--- config.mk ---
export PLATFORM = sky130hd
export DESIGN_NAME = router_switch_allocator
export DESIGN_NICKNAME = d
export VERILOG_FILES = /design/src/rtl/router_switch_allocator.sv
export SDC_FILE = /design/constraint.sdc
export NUM_CORES = 1
export LEC_CHECK = 0
export ABC_CLOCK_PERIOD_IN_PS = 11800
export CAP_MARGIN = 10
export CORE_MARGIN = 4
export CORE_UTILIZATION = 45
export DETAILED_ROUTE_END_ITERATION = 8
export PLACE_DENSITY = 0.62
export SKIP_LAST_GASP = 1
export SYNTH_ARGS = -nofsm -noshare
export SYNTH_HDL_FRONTEND = slang
export SYNTH_SLANG_ARGS = --single-unit
--- constraint.sdc ---
create_clock -name clk -period 11.8 [get_ports clk]
set_clock_uncertainty 0.15 [all_clocks]
set_input_delay 3.54 -clock clk [delete_from_list [all_inputs] [get_ports clk]]
set_output_delay 3.54 -clock clk [all_outputs]
set_load 0.05 [all_outputs]
--- src/rtl/router_switch_allocator.sv ---
// Switch allocator for one mesh router: XY-routes each input's destination and
// grants every output port to one requester at a time, rotating priority per output.
module router_switch_allocator #(
    parameter int ROUTER_X = 0,
    parameter int ROUTER_Y = 0
) (
    input  logic        clk,
    input  logic        rst,
    input  logic [4:0]  req_port,
    input  logic [19:0] dest,
    output logic [4:0]  grant_port,
    output logic [4:0]  out_valid,
    output logic [14:0] out_sel
);
    localparam logic [2:0] P_LOCAL = 3'd0;
    localparam logic [2:0] P_NORTH = 3'd1;
    localparam logic [2:0] P_EAST  = 3'd2;
    localparam logic [2:0] P_SOUTH = 3'd3;
    localparam logic [2:0] P_WEST  = 3'd4;
    localparam logic [1:0] RX = 2'(ROUTER_X);
    localparam logic [1:0] RY = 2'(ROUTER_Y);

    typedef enum logic {IDLE, BUSY} state_t;

    state_t     state_q [5];
    state_t     state_d [5];
    logic [2:0] sel_q   [5];
    logic [2:0] sel_d   [5];
    logic [2:0] last_q  [5];
    logic [2:0] last_d  [5];
    logic [4:0] grant_q;
    logic [4:0] grant_d;
    logic [2:0] route_v [5];
    logic [4:0] cand    [5];
    logic [3:0] pick_v  [5];

    function automatic logic [2:0] route(input logic [3:0] d);
        if (d[1:0] > RX)      return P_EAST;
        else if (d[1:0] < RX) return P_WEST;
        else if (d[3:2] > RY) return P_SOUTH;
        else if (d[3:2] < RY) return P_NORTH;
        else                  return P_LOCAL;
    endfunction

    function automatic logic [2:0] wrap_add(input logic [2:0] ptr, input int k);
        int s;
        s = int'(ptr) + k;
        if (s >= 5) s = s - 5;
        return 3'(s);
    endfunction

    // Returns {found, index}: first candidate after the last winner, modulo 5.
    function automatic logic [3:0] pick(input logic [4:0] c, input logic [2:0] last);
        logic [3:0] res;
        logic [2:0] idx;
        res = 4'd0;
        for (int k = 5; k >= 1; k--) begin
            idx = wrap_add(last, k);
            if (c[idx]) res = {1'b1, idx};
        end
        return res;
    endfunction

    always_comb begin
        for (int i = 0; i < 5; i++) begin
            route_v[i] = route(dest[4*i +: 4]);
        end
        for (int o = 0; o < 5; o++) begin
            for (int i = 0; i < 5; i++) begin
                cand[o][i] = req_port[i] && (route_v[i] == 3'(o)) && !grant_q[i];
            end
            pick_v[o] = pick(cand[o], last_q[o]);
        end
    end

    always_comb begin
        grant_d = grant_q;
        for (int o = 0; o < 5; o++) begin
            state_d[o] = state_q[o];
            sel_d[o]   = sel_q[o];
            last_d[o]  = last_q[o];
            if (state_q[o] == BUSY) begin
                if (!req_port[sel_q[o]]) begin
                    grant_d[sel_q[o]] = 1'b0;
                    state_d[o]        = IDLE;
                end
            end else if (pick_v[o][3]) begin
                grant_d[pick_v[o][2:0]] = 1'b1;
                sel_d[o]                = pick_v[o][2:0];
                last_d[o]               = pick_v[o][2:0];
                state_d[o]              = BUSY;
            end
        end
    end

    always_ff @(posedge clk) begin
        if (!rst) begin
            grant_q <= 5'd0;
            for (int o = 0; o < 5; o++) begin
                state_q[o] <= IDLE;
                sel_q[o]   <= 3'd0;
                last_q[o]  <= 3'd4;
            end
        end else begin
            grant_q <= grant_d;
            for (int o = 0; o < 5; o++) begin
                state_q[o] <= state_d[o];
                sel_q[o]   <= sel_d[o];
                last_q[o]  <= last_d[o];
            end
        end
    end

    always_comb begin
        grant_port = grant_q;
        for (int o = 0; o < 5; o++) begin
            out_valid[o]       = (state_q[o] == BUSY);
            out_sel[3*o +: 3]  = sel_q[o];
        end
    end
endmodule

==> summary.txt, run 1 <==
Timing
  • Tcrit/Tclk final: roughly three fifths
  • Min cycle time layout: about 7.0 ns
  • Final max-slew violation count: 0
  • RSZ-0062 raised after global routing: false
  • Slew @ Worst Pin: between 0.8 and 0.9 ns
  • Slew HR: 43.3%
  • Endpoints failing hold: 0
  • Final hold slack: approximately 0.38 ns
  • Final setup violation count: 0
  • Total Neg Setup Slack: 0 ns
  • FMAX: approximately 140 MHz

Synthesis
  • Post-synth top area share: a little over a tenth
  • Area leader, netlist: dfxtp_1
  • Post-synth top cells: 70 x nor2_1, 54 x o21ai_0, 51 x a21oi_1, 35 x nand2_1, 34 x nor3_1
  • Sequential share of the synthesized area: approximately a tenth
  • Post-synth EDFFs: 0
  • Yosys Warn Count: 0
  • Mapped cell area: around 4800 um2
  • Asr flop ratio synth: 0%
  • Count leader, synth: nor2_1
  • Top cells by area, synth: dfxtp_1 11%, ha_1 8.7%, o21ai_0 5.7%, nor2_1 5.5%, a21oi_1 5.4%
  • Unique masters post-synth: 86
  • Ys flop type: dfxtp_1
  • Post-Syn Instances: 678
  • Synth Register Bits: 25
  • Avg Inst Size Synth: 7.01 um2

CTS
  • H-Tree Level Count: 1
  • # resized after CTS: 0
  • Clock buffer depth: 2
  • Hold Buf Count CTS: 0
  • CTS clk-pin slew, worst paths: between 0.1 and 0.15 ns
  • Root buffer cell: clkbuf_8
  • Clock buffer count from CTS: 3
  • Latest clock arrival within the worst-skew pair: between 0.2 and 0.3 ns
  • CTS tree: built
  • Number of sinks on the clock net: 25
  • Post-CTS Setup Bufs: 0

Cells and area
  • Share of layout cells above drive strength 1: ~6.2%
  • Final net count: 763
  • Sequential Area: around 500 um2
  • Final Cell Area: ~5300 um2
  • Number of fill cells: 1,045
  • Synth-to-layout area growth: 11.7%
  • N_diodes: 0
  • Multi-input logic area: between 3000 and 4000 um2

Floorplan
  • Die height: between 100 and 150 um
  • Overall die area: approximately 12,000 um2
  • # IOs: 52
  • Initial Util: between 40 and 50%
  • Die width: around 110 um
  • Cell Rows: 37
  • Core area: between 10,000 and 15,000 um2

Routing
  • Vias per cell: 6.38
  • 1st-iter DRT viols: 446
  • Antenna Nets Post-Route: 0
  • Post-Route WL: between 15,000 and 20,000 um
  • Drt wl/cell: around 19 um
  • Remaining DRCs: 0
  • Via count: about 5,300
  • DRT Pass-1 Iters: 5

GRT
  • First-pass GRT wire length: ~25,000 um
  • Congestion Overflow GR: 0
  • Vias in the first global route: around 5,000
  • Antenna violations before repair: 0
  • Gr usage total: 24.0%
  • Largest net degree at the start of global routing: 35

Critical path
  • Crit start category: primary input
  • WS Path Type: in -> reg
  • Data required, critical path: approximately 12 ns
  • CP startpoint: req_port[2]
  • Crit path buf inv count: 1
  • Slowest-stage cell, CP: clkdlybuf4s50_1
  • CP endpoint kind: flip-flop
  • Reg-to-reg startpoint: last_q[0][1]$_SDFFE_PN0P_
  • Top delay family on crit path: simple AND/OR/NAND/NOR gates
  • Max Fanout on Critical Path: 8
  • Worst EP arrival: 7.09 ns
  • Slowest stage delay, CP: 0.72 ns
  • Worst path cell trace: clkdlybuf4s50_1 > or4b_4 > or3_1 > nor3_1 > or3b_2 > a31oi_1 > a211oi_1 > o21ai_0 > or4_1 > a21oi_1

Place
  • Final HPWL DP: 12,200 um
  • Gpl congestion: 0.960
  • Port bufs: 48
  • Placed cell areas: between 5000 and 6000 um2

Power
  • Sw frac: 59.0%
  • Psw: between 900 and 1000 uW
  • Clock power frac: around 3.7%
  • P_int: between 600 and 700 uW
  • Power Density: around 290 nW/um2
  • Worst ir drop on vdd: ~0.18 mV
  • Register share of total power: between 10% and 20%
  • Logic gate share of total power: a little over four fifths
  • Leak pwr: between 0.0015 and 0.002 uW

Worst hold path
  • Worst Hold Class: reg -> reg
  • Worst hold start: state_q[0][1]$_SDFF_PN0_

Status
  • Outcome: completed

Job
  • Max cap viols: 0
## per-layer routing
metal / up-vias / global-route usage, % / routed length [um]
met1: 2519 / 33.7 / 7380
met3: 27 / 2.18 / 779
met2: 193 / 39.5 / 7200
met5: - / 0 / 0
li1: 2591 / - / -
met4: 0 / 5.99 / 255
## power by group through the flow
stage | Combinational (uW) | Sequential [uW] | Clock (uW)
after global placement | 1260 | 178 | 0
after floorplan | 967 | 195 | 0
after CTS | 1280 | 177 | 58.0
final | 1300 | 179 | 57.6
after global routing | 1420 | 185 | 61.2
after detailed placement | 1270 | 179 | 0
## cell usage in the layout (no fill, tap or decap), types with 17 or more instances in the layout
cell type	synthesis	final
mux2i_1	19	19
nor2_1	70	70
nand2b_1	28	28
clkdlybuf4s50_1	0	48
dfxtp_1	25	25
inv_1	30	30
nor3_1	34	34
nand2_1	35	35
a21oi_1	51	51
ha_1	33	33
nor2b_1	17	17
o21ai_0	54	54
nand3_1	18	18
## cell families after synthesis
kind of cell | synth area share [%]
and+or+nand+nor | 32.5
AOI/OAI and AO/OA | 33.2
buffers and inverters | 6.31
adders and majority gates | 9.94
DFF | 10.5
muxes | 5.42
xor gates and xnor gates | 2.03
other | 0.0789
## flip-flops by register name, indices dropped and copies added (netlist names)
signal      count
sel_q           4
last_q         11
state_q         5
grant_port      5
## metrics by stage
stage | std cells | worst slack [ns] | utilization, % | power (uW)
after detailed placement | 831 | 4.55 | 51.0 | 1450
after global routing | 835 | 4.55 | 51.4 | 1670
after floorplan | 680 | 5.46 | - | 1160
after global placement | 831 | 4.55 | 51.0 | 1440
final | 835 | 4.79 | 51.4 | 1540
after CTS | 835 | 4.83 | 51.4 | 1520
## layout make-up
class / count / share of cell area (%)
flip-flops and latches: 25 / 9.43
well taps: 136 / 3.20
clock inverters: 1 / 0.165
multi-input cells: 587 / 74.6
clock buffers: 3 / 0.778
inverters: 31 / 2.19
repair buffers: 52 / 9.61
## path summary, 6_finish.rpt
check	slack, ns	endpoint	cells past startpoint
max	4.79	grant_port[0]$_SDFF_PN0_	10
min reg2reg	0.38	state_q[0][1]$_SDFF_PN0_	1
max reg2reg	7.14	grant_port[0]$_SDFF_PN0_	13
min	0.38	state_q[0][1]$_SDFF_PN0_	1
(Power assumes the default switching activity.)
==> run 2, diff against run 1 <==
--- a/config.mk
+++ b/config.mk
@@ -5,7 +5,7 @@
 export SDC_FILE = /design/constraint.sdc
 export NUM_CORES = 1
 export LEC_CHECK = 0
-export ABC_CLOCK_PERIOD_IN_PS = 11800
+export ABC_CLOCK_PERIOD_IN_PS = 6700
 export CAP_MARGIN = 10
 export CORE_MARGIN = 4
 export CORE_UTILIZATION = 45
==> constraint.sdc (replaced) <==
create_clock -name clk -period 6.7 [get_ports clk]
set_clock_uncertainty 0.15 [all_clocks]
set_input_delay 2.01 -clock clk [delete_from_list [all_inputs] [get_ports clk]]
set_output_delay 2.01 -clock clk [all_outputs]
set_load 0.05 [all_outputs]
==> run 2 against run 1 <==
Compared with the run above:
- register-to-register slack got worse by 5.1 ns
- die area unchanged
- sequential share of layout area about the same
- global-route usage increased by 0.074 points
- clock-buffer cell count unchanged
- clock power increased by 67%
- largest cell class unchanged
==> summary.txt, run 2 (synthesis gave the netlist of run 1 again) <==
Routing
  • 1st-iter DRT viols: 550 (+23%)
  • DRT Pass-1 Iters: 8 (+3)
  • Drt wl/cell: 18.5 um (-1.1%)
  • Vias per cell: 6.34 (-0.66%)
  • Antenna Nets Post-Route: 0 (unchanged)
  • Via count: 5,295 (-0.66%)
  • Remaining DRCs: 0 (unchanged)
  • Post-Route WL: 15,400 um (-1.1%)

CTS
  • CTS clk-pin slew, worst paths: 0.10 ns (about the same)
  • Clock buffer depth: 2 (unchanged)
  • # resized after CTS: 0 (unchanged)
  • Clock buffer count from CTS: 3 (unchanged)
  • Hold Buf Count CTS: 0 (unchanged)
  • Root buffer cell: clkbuf_8
  • Post-CTS Setup Bufs: 0 (unchanged)
  • CTS tree: built
  • Number of sinks on the clock net: 25 (unchanged)
  • H-Tree Level Count: 1 (unchanged)
  • Latest clock arrival within the worst-skew pair: 0.28 ns (about the same)

Cells and area
  • Final Cell Area: 5310 um2 (about the same)
  • Share of layout cells above drive strength 1: 6.15% (unchanged)
  • Max FFs per register: 11 (unchanged)
  • Sequential Area: 500 um2 (unchanged)
  • N_diodes: 0 (unchanged)
  • Biggest register: last_q
  • Most common cell after layout, fill and taps aside: nor2_1
  • Final net count: 763 (unchanged)
  • Leading cell types in the layout, fill and taps excluded: 70 x nor2_1, 54 x o21ai_0, 51 x a21oi_1
  • Number of fill cells: 1,032 (-1.2%)
  • Synth-to-layout area growth: 11.6% (about the same)
  • Multi-input logic area: 3960 um2 (unchanged)

Power
  • Leak pwr: 0.00193 uW (-0.24%)
  • Power Density: 509 nW/um2 (+76%)
  • Worst ir drop on vdd: 0.290 mV (+65%)

Timing
  • Final setup violation count: 0 (unchanged)
  • Slew HR: 48.1% (+4.8 points)
  • Slew @ Worst Pin: 0.767 ns (-0.0808 ns)
  • Total Neg Setup Slack: 0 ns (unchanged)
  • Min cycle time layout: 5.52 ns
  • Tcrit/Tclk final: just over 80%
  • Endpoints failing hold: 0 (unchanged)
  • RSZ-0062 raised after global routing: false
  • Final max-slew violation count: 0 (unchanged)
  • FMAX: 181 MHz

Critical path
  • Setup slack, reg-to-reg: 2.00 ns (-5.14 ns)
  • CP endpoint: grant_port[0]$_SDFF_PN0_
  • CP endpoint kind: flip-flop
  • CP startpoint: req_port[2]
  • Worst path cell trace: clkdlybuf4s50_1 > or4b_4 > or3_1 > nor3_1 > or3b_2 > a31oi_1 > a211oi_1 > o21ai_0 > or4_1 > a21oi_1
  • Crit start category: primary input
  • Top delay family on crit path: simple AND/OR/NAND/NOR gates
  • R2R depth: 11 (-2)
  • Slowest-stage cell, CP: clkdlybuf4s50_1
  • WS Path Type: in -> reg
  • Max Fanout on Critical Path: 8 (unchanged)
  • Reg2reg end: grant_port[1]$_SDFF_PN0_
  • Crit path buf inv count: 1 (unchanged)
  • Slowest stage delay, CP: 0.74 ns (+0.02 ns)
  • Critical Path Stages: 10 (unchanged)
  • Reg-to-reg startpoint: last_q[0][7]$_SDFFE_PN0P_
  • Worst EP arrival: 5.59 ns (-1.50 ns)
  • Data required, critical path: 6.77 ns (-5.10 ns)

GRT
  • GRT met2 Usage: 39.7% (+0.24 points)
  • Antenna violations before repair: 0 (unchanged)
  • Vias in the first global route: 4,989 (-0.44%)
  • GR Util met3: 2.18% (unchanged)
  • Largest net degree at the start of global routing: 35 (unchanged)
  • Congestion Overflow GR: 0 (unchanged)
  • First-pass GRT wire length: 25,300 um (-0.27%)
  • Gr usage total: 24.1% (+0.074 points)
  • Global route hottest layer: met2
  • Met1 Usage GRT: 33.8% (+0.088 points)

Floorplan
  • Core area: 10,300 um2 (unchanged)
  • Die height: 111 um (unchanged)
  • Cell Rows: 37 (unchanged)
  • Overall die area: 12,300 um2 (unchanged)
  • Die width: 111 um (unchanged)
  • Initial Util: 46.1% (unchanged)
  • # IOs: 52 (unchanged)

Worst hold path
  • Worst Hold Class: reg -> reg

Job
  • Max cap viols: 0 (unchanged)

Place
  • Gpl congestion: 0.957 (-0.30%)
  • Final HPWL DP: 12,200 um (-0.65%)
  • Placed cell areas: 5260 um2 (unchanged)
  • Port bufs: 48 (unchanged)

Status
  • Outcome: completed
run 2: worst min-delay path by stage:
stage	end	depth (start not counted)	slack [ns]	start
2_1_floorplan	last_q[0][3]$_SDFFE_PN0P_	2	0.37	last_q[0][3]$_SDFFE_PN0P_
3_3_place_gp	state_q[0][1]$_SDFF_PN0_	1	0.37	state_q[0][1]$_SDFF_PN0_
3_5_place_dp	state_q[0][1]$_SDFF_PN0_	1	0.36	state_q[0][1]$_SDFF_PN0_
4_1_cts	state_q[0][1]$_SDFF_PN0_	1	0.38	state_q[0][1]$_SDFF_PN0_
5_1_grt	state_q[0][4]$_SDFF_PN0_	1	0.39	state_q[0][4]$_SDFF_PN0_
6_report	state_q[0][1]$_SDFF_PN0_	1	0.38	state_q[0][1]$_SDFF_PN0_
run 2: stage by stage:
stage	total power [uW]	util, %	instances	hold slack [ns]	setup WS [ns]
after CTS	2670	51.4	835	0.378	1.21
after floorplan	2050	-	680	0.369	1.89
after global routing	2950	51.4	835	0.390	0.973
after global placement	2530	51.0	831	0.370	0.971
final	2700	51.4	835	0.380	1.18
after detailed placement	2560	51.0	831	0.360	0.940
run 2: layout make-up:
cell class | count | area share (%)
multi-input cells | 587 | 74.6
repair buffers | 52 | 9.62
flip-flops and latches | 25 | 9.43
well taps | 136 | 3.21
inverters | 31 | 2.19
clock buffers | 3 | 0.778
clock inverters | 1 | 0.141
run 2: worst register-to-register path: cells and delay by family (launching register included):
kind                       cells  cell delay, ns
AOI/OAI and AO/OA              4            1.01
and+or+nand+nor                3            1.30
adders and majority gates      2            0.64
muxes                          1            0.35
buffers and inverters          1            0.36
DFF                            1            0.78
run 2: metal layers:
| metal | part of all wire (%) | wire (um) | up-vias |
|---|---|---|---|
| met3 | 5.9 | 904 | 28 |
| li1 | - | - | 2586 |
| met4 | 1.7 | 268 | 0 |
| met2 | 45 | 6990 | 213 |
| met5 | 0 | 0 | - |
| met1 | 47 | 7280 | 2468 |
run 2: power breakdown:
group | switching, uW | internal (uW)
Clock | 53.7 | 42.3
Combinational | 1420 | 867
Sequential | 118 | 199
